[config.mk]
export PLATFORM = sky130hd
export DESIGN_NAME = dispatch_sched
export DESIGN_NICKNAME = d
export VERILOG_FILES = /design/src/rtl/dispatch_pkg.sv /design/src/rtl/dispatch_sched_ring.sv /design/src/rtl/dispatch_sched.sv
export SDC_FILE = /design/constraint.sdc
export NUM_CORES = 1
export LEC_CHECK = 0
export BUFFER_PORTS_ARGS = -buffer_cell sky130_fd_sc_hd__buf_4
export CORE_MARGIN = 2
export CORE_UTILIZATION = 50
export CTS_CLUSTER_DIAMETER = 60
export CTS_CLUSTER_SIZE = 8
export DETAILED_ROUTE_END_ITERATION = 12
export PLACE_DENSITY = 0.86
export SETUP_SLACK_MARGIN = 0.4
export SLEW_MARGIN = 10
export SYNTH_ARGS = -nofsm -noshare
export SYNTH_HDL_FRONTEND = slang
export SYNTH_SLANG_ARGS = --single-unit
[constraint.sdc]
create_clock -name clk -period 6.4 [get_ports clk]
set_input_delay 0 -clock clk [delete_from_list [all_inputs] [get_ports clk]]
set_output_delay 0 -clock clk [all_outputs]
set_load 0.01 [all_outputs]
[src/rtl/dispatch_pkg.sv]
// dispatch_pkg: shared constants and FSM state type for the dispatch scheduler.
package dispatch_pkg;
  localparam int DEF_TAG_W = 5;
  localparam int DEF_EXU_W = 3;
  localparam logic [DEF_TAG_W-1:0] TAG_INVALID = '1;
  localparam logic [DEF_EXU_W-1:0] EX_ERR_UNIT = '1;
  typedef enum logic {RUN, WAIT_JUMP} disp_state_t;
endpackage

[src/rtl/dispatch_sched_ring.sv]
// rob_tag_ring: circular ROB tag allocator with in-order commit checking.
module rob_tag_ring #(
  parameter int DEPTH = 16,
  parameter int TAG_W = 5
) (
  input  logic                     clk,
  input  logic                     rst,
  input  logic                     alloc,
  input  logic                     flush,
  input  logic                     commit_valid,
  input  logic [TAG_W-1:0]         commit_tag,
  output logic [$clog2(DEPTH)-1:0] tail,
  output logic [TAG_W-1:0]         count,
  output logic                     full,
  output logic                     order_err
);
  localparam int PW = $clog2(DEPTH);
  logic [PW-1:0] head;
  logic empty, free;
  assign empty = count == '0;
  assign full = count == TAG_W'(DEPTH);
  assign free = commit_valid & !empty & (commit_tag == TAG_W'(head));
  always_ff @(posedge clk)
    if (rst) begin
      head <= '0;
      tail <= '0;
      count <= '0;
      order_err <= 1'b0;
    end else if (flush) begin
      head <= '0;
      tail <= '0;
      count <= '0;
    end else begin
      head <= head + PW'(free);
      tail <= tail + PW'(alloc);
      count <= count + TAG_W'(alloc) - TAG_W'(free);
      order_err <= order_err | (commit_valid & !free);
    end
endmodule

[src/rtl/dispatch_sched.sv]
// dispatch_sched: decode-to-issue dispatch gate with ROB tag allocation and jump blocking.
// Optional DISPATCH_PERF_CNT_EN adds saturating stall-cause counters.
module dispatch_sched import dispatch_pkg::*; #(
  parameter int ROB_DEPTH   = 16,
  parameter int TAG_W       = DEF_TAG_W,
  parameter int EX_UNIT_NUM = 4,
  parameter int EXU_W       = DEF_EXU_W
) (
  input  logic                   clk,
  input  logic                   rst,
  input  logic                   dec_valid,
  input  logic [EXU_W-1:0]       dec_ex_unit,
  input  logic                   dec_is_jump,
  output logic                   dec_ready,
  input  logic [EX_UNIT_NUM-1:0] rs_full,
  output logic                   disp_fire,
  output logic [TAG_W-1:0]       disp_tag,
  output logic [EX_UNIT_NUM-1:0] disp_unit,
  input  logic                   commit_valid,
  input  logic [TAG_W-1:0]       commit_tag,
  input  logic                   br_resolve,
  input  logic                   flush,
  output logic                   rob_full,
  output logic [TAG_W-1:0]       rob_count,
  output logic                   jump_stall,
`ifdef DISPATCH_PERF_CNT_EN
  output logic [31:0]            perf_rob_stall,
  output logic [31:0]            perf_rs_stall,
  output logic [31:0]            perf_jump_stall,
`endif
  output logic                   order_err
);
  disp_state_t state, state_nx;
  logic [$clog2(ROB_DEPTH)-1:0] tail;
  logic [EX_UNIT_NUM-1:0] onehot;
  logic unit_ok, rs_blk;
  // out-of-range codes (including the ERR code) shift out to zero and become bubbles
  assign onehot = {{(EX_UNIT_NUM-1){1'b0}}, 1'b1} << dec_ex_unit;
  assign unit_ok = |onehot;
  assign rs_blk = |(onehot & rs_full);
  assign disp_fire = !rst & dec_valid & (state == RUN) & !rob_full & unit_ok & !rs_blk & !flush;
  assign dec_ready = !dec_valid | disp_fire | !unit_ok;
  assign disp_tag = disp_fire ? TAG_W'(tail) : {TAG_W{1'b1}};
  assign disp_unit = disp_fire ? onehot : '0;
  assign jump_stall = state == WAIT_JUMP;
  always_comb
    state_nx = flush ? RUN :
               (state == RUN) ? ((disp_fire & dec_is_jump) ? WAIT_JUMP : RUN) :
               (br_resolve ? RUN : WAIT_JUMP);
  always_ff @(posedge clk)
    state <= rst ? RUN : state_nx;
  rob_tag_ring #(.DEPTH(ROB_DEPTH), .TAG_W(TAG_W)) u_ring (
    .clk(clk),
    .rst(rst),
    .alloc(disp_fire),
    .flush(flush),
    .commit_valid(commit_valid),
    .commit_tag(commit_tag),
    .tail(tail),
    .count(rob_count),
    .full(rob_full),
    .order_err(order_err)
  );
`ifdef DISPATCH_PERF_CNT_EN
  logic stalled;
  assign stalled = dec_valid & !disp_fire & unit_ok;
  always_ff @(posedge clk)
    if (rst) begin
      perf_rob_stall <= '0;
      perf_rs_stall <= '0;
      perf_jump_stall <= '0;
    end else if (stalled) begin
      if (state == WAIT_JUMP) perf_jump_stall <= perf_jump_stall + 32'(perf_jump_stall != '1);
      else if (rob_full) perf_rob_stall <= perf_rob_stall + 32'(perf_rob_stall != '1);
      else if (rs_blk) perf_rs_stall <= perf_rs_stall + 32'(perf_rs_stall != '1);
    end
`endif
endmodule

==> results.md <==
Power:
- Summed over all cells, the static leakage comes to 0.542 nW.
- The maximum ir drop on the vdd rail is 0.133 mV.
- Of the total power, the share spent switching nets is 0.226.
- Power comes to 0.171 mW.
- The share of total power dissipated in sequential elements is 0.551.
- Of the total power, the clock network draws 0.309.
- The design internal power is 0.133 mW.
- The net switching component of the power is 0.0387 mW.
- The share of total power dissipated in combinational logic is 0.140.
- The power per cell area is 135 nW/µm².

Drt:
- After detailed routing, the number of remaining DRC violations is 0.
- In the final routed layout, each cell accounts on average for 11.8 µm.
- The iteration count of the initial detailed-routing pass is 4.
- The detailed-route wire length is 1960 µm.
- For this block, the via count after detailed routing is 856.
- The mean number of vias per cell is 5.16.
- The count of routing violations after the opening detailed-route iteration is 14.
- The detail route stage leaves a number of antenna-violating nets equal to 0.

Critical path:
- The startpoint class of the critical path is a flop.
- Data on the critical path is required at its endpoint by 6.61 ns.
- The number of cells on the worst reg-to-reg path is 12.
- The startpoint of the lowest-slack register-to-register path is u_ring.count[2].
- Across all register-to-register paths, the minimum setup slack is 3.59 ns.
- The worst setup path is captured at a flop.
- In this run the critical register-to-register path is captured at u_ring.count[4].
- The critical path in this run is classified as flop to flop.
- Of all nets on the critical path, the largest fanout is 5.
- The arrival time of the worst setup path is 3.01 ns.

Logic synthesis:
- After technology mapping, the gate count stands at 98.
- The cell area that synthesis handed to floorplanning was 908 µm².
- Ranked by total cell area, the synthesized netlist is headed by sky130_fd_sc_hd__dfxtp_1, sky130_fd_sc_hd__ha_1, sky130_fd_sc_hd__xnor2_1, sky130_fd_sc_hd__nor2_1, sky130_fd_sc_hd__nand2b_1.
- The share of synthesized flip-flops with an asynchronous set or reset is 0.
- The warning count from the yosys run is 0.
- Counting flops with a built-in enable in the synthesized netlist gives 0.
- The cell taking the most area after synthesis is sky130_fd_sc_hd__dfxtp_1.
- The cell with the most instances after synthesis is sky130_fd_sc_hd__dfxtp_1.
- The post-synthesis average cell area is 9.27 µm².
- The number of nets in the synthesized netlist is 127.
- The number of different library cells used by synthesis comes to 33.
- The share of the Yosys chip area taken by registers is 0.331.
- The area share of the largest cell type after synthesis is 0.331.
- By count the netlist is led by sky130_fd_sc_hd__dfxtp_1, sky130_fd_sc_hd__nor2_1, sky130_fd_sc_hd__ha_1.
- The flip-flop and latch count after synthesis is 15.
- The predominant post-synthesis flop cell is sky130_fd_sc_hd__dfxtp_1.

Flow run:
- Across the run, the number of max-cap violations was 0.

Global route:
- The first global-routing pass estimated 2770 µm of wire.
- The initial antenna violation count is 0.
- Entering global routing, the biggest net connects 12 pins.
- The overflow left after global routing is 0.
- The number of global-route vias before repair is 680.
- The total global-route track usage is 0.179.

STA:
- The tightest hold margin is 0.0233 ns.
- Setup slack closes at 3.59 ns.
- Clock skew on the completed layout was measured at 0.00824 ns.
- Setup repair after global routing left no endpoint under its margin.
- The total negative slack for setup checks is 0 ns.
- The number of failing hold endpoints at the final stage is 0.
- The final setup violation count is 0.
- For the finished layout, the period the worst path requires is 2.81 ns.
- The maximum frequency from static timing analysis is 356 MHz.
- The transition time at the pin with the least slew margin is 0.712 ns.
- The count of final max-slew check failures is 0.
- Headroom to the max-slew limit came out at 0.519.
- In the finished design, the share of the clock period the worst path needs comes to 0.438.

Cells and area:
- Of the cells placed in the final design, the portion with a size suffix greater than 1 is 0.348.
- The final cell utilization of the core is 0.736.
- Relative to the synthesized area, the layout overhead comes to 39.8%.
- The antenna diode instance count is 0.
- After filler insertion, the fill cell instance count of the layout stands at 139.
- The final-stage net count is 171.

Clock network:
- The number of clock buffers added by TritonCTS is 3.
- The post-CTS clock slew at the launch and capture registers of the worst setup and hold paths is 0.09 ns.
- In this run the number of H-tree levels came out at 1.
- The clock drives 15 sinks.
- In this run the post-CTS setup repair buffer count came out at 0.
- The TritonCTS clock tree is yes.
- The later pin in the worst-skew pair is clocked with a latency of 0.28 ns.
- No sink is reached through more buffers than the 2 on the longest clock path.
- The root cell of the clock tree is sky130_fd_sc_hd__clkbuf_4.

Placed design:
- The global placement routability congestion is 0.754.
- The detailed-placement wirelength estimate is 1600 µm.
- The minimum setup slack after placement is 3.71 ns.
- The count of buffers added on input and output ports is 37.

Min path:
- The end point of the most critical hold path is jump_stall.
- The worst hold path stage count is 4.
- The startpoint of the tightest hold check path is br_resolve.
- In this run the worst hold path is classified as primary input to flop.

Die:
- The die covers 2170 µm².
- 38 I/O pins were placed.
- The height of the die is 46.6 µm.
- Measured along the x axis, the die boundary spans 46.6 µm.
- The core region is 1730 µm².
- The starting utilization of the core area is 0.526.
- In this run the core area contains 15 standard-cell rows.

Status:
- The flow ran to the end, and the final reports show no timing, DRC or antenna violations.
==> layout make-up <==
class,instances,area (µm²),area share
multi-input combinational,73,571,0.449
timing repair buffer,40,308,0.242
sequential,15,300,0.236
inverter,9,33.8,0.0266
tap,25,31.3,0.0246
clock buffer,4,26.3,0.0207
==> state kept, by name, indices dropped and copies added (netlist names) <==
signal and flops:
u_ring.head 4, u_ring.tail 4, u_ring.order_err 1, jump_stall 1, u_ring.count 5
==> worst max-delay path by stage <==
| stage | slack [ns] | end | from | depth (start not counted) |
|---|---|---|---|---|
| 2_1_floorplan | 3.86 | u_ring.count[4] | u_ring.count[2] | 12 |
| 3_3_place_gp | 3.75 | u_ring.count[4] | u_ring.count[3] | 12 |
| 3_5_place_dp | 3.71 | u_ring.count[4] | u_ring.count[2] | 12 |
| 4_1_cts | 3.65 | u_ring.count[4] | u_ring.count[2] | 12 |
| 5_1_grt | 3.39 | u_ring.count[4] | u_ring.count[2] | 12 |
| 6_report | 3.59 | u_ring.count[4] | u_ring.count[2] | 12 |
==> logic make-up after synthesis <==
logic type	synth area share
AND/OR/NAND/NOR	0.287
flip-flops	0.331
adder cells (fa/ha/maj)	0.146
XOR/XNOR	0.0964
multiplexers	0.0248
AO/OA/AOI/OAI	0.0744
buffers and inverters	0.0413
==> per-stage QoR <==
step | instances | instance area (µm²)
floorplan | 98 | 908
global placement | 159 | 1210
detailed placement | 159 | 1210
CTS | 166 | 1270
global route | 166 | 1270
finish | 166 | 1270
==> worst max-delay path, cell delays in order (launching register included) <==
cell	delay (ns)
sky130_fd_sc_hd__dfxtp_1	0.34
sky130_fd_sc_hd__inv_1	0.09
sky130_fd_sc_hd__ha_1	0.15
sky130_fd_sc_hd__nor4b_1	0.59
sky130_fd_sc_hd__or3_1	0.28
sky130_fd_sc_hd__xnor2_1	0.13
sky130_fd_sc_hd__ha_1	0.18
sky130_fd_sc_hd__inv_1	0.06
sky130_fd_sc_hd__fa_1	0.40
sky130_fd_sc_hd__nor2b_1	0.16
sky130_fd_sc_hd__o21bai_1	0.10
sky130_fd_sc_hd__nand3_1	0.09
sky130_fd_sc_hd__nor3b_1	0.16
==> layer usage <==
metal | vias to the layer above | global-route usage | routed length, µm
li1 | 424 | - | -
met1 | 391 | 0.193 | 772
met2 | 37 | 0.356 | 1010
met3 | 4 | 0.0235 | 152
met4 | 0 | 0.0500 | 21
met5 | - | 0 | 0
==> power groups by stage <==
stage	registers, mW	clock network, mW	logic (mW)
CTS	0.0945	0.0537	0.0243
global route	0.0947	0.0581	0.0260
detailed placement	0.0967	0	0.0228
finish	0.0945	0.0530	0.0240
floorplan	0.0969	0	0.00819
global placement	0.0967	0	0.0221
==> placed cells by master (no fill, tap or decap), types with 2 or more instances in the layout <==
| master | instances |
|---|---|
| sky130_fd_sc_hd__a21oi_1 | 4 |
| sky130_fd_sc_hd__and2_1 | 3 |
| sky130_fd_sc_hd__buf_4 | 37 |
| sky130_fd_sc_hd__clkbuf_4 | 3 |
| sky130_fd_sc_hd__dfxtp_1 | 15 |
| sky130_fd_sc_hd__dlygate4sd3_1 | 3 |
| sky130_fd_sc_hd__ha_1 | 9 |
| sky130_fd_sc_hd__inv_1 | 8 |
| sky130_fd_sc_hd__nand2b_1 | 5 |
| sky130_fd_sc_hd__nand3_1 | 2 |
| sky130_fd_sc_hd__nand4_1 | 2 |
| sky130_fd_sc_hd__nor2_1 | 10 |
| sky130_fd_sc_hd__nor2b_1 | 4 |
| sky130_fd_sc_hd__nor3_1 | 2 |
| sky130_fd_sc_hd__nor3b_2 | 2 |
| sky130_fd_sc_hd__o31ai_1 | 2 |
| sky130_fd_sc_hd__or2_2 | 3 |
| sky130_fd_sc_hd__xnor2_1 | 7 |
| sky130_fd_sc_hd__xor2_1 | 3 |
==> timing repair <==
item / in CTS / in global routing
hold buffers: 3 / 0
resized for setup: 0 / 0
endpoints found under the hold margin: 3 / 0
Power figures use the tool's default switching activity.
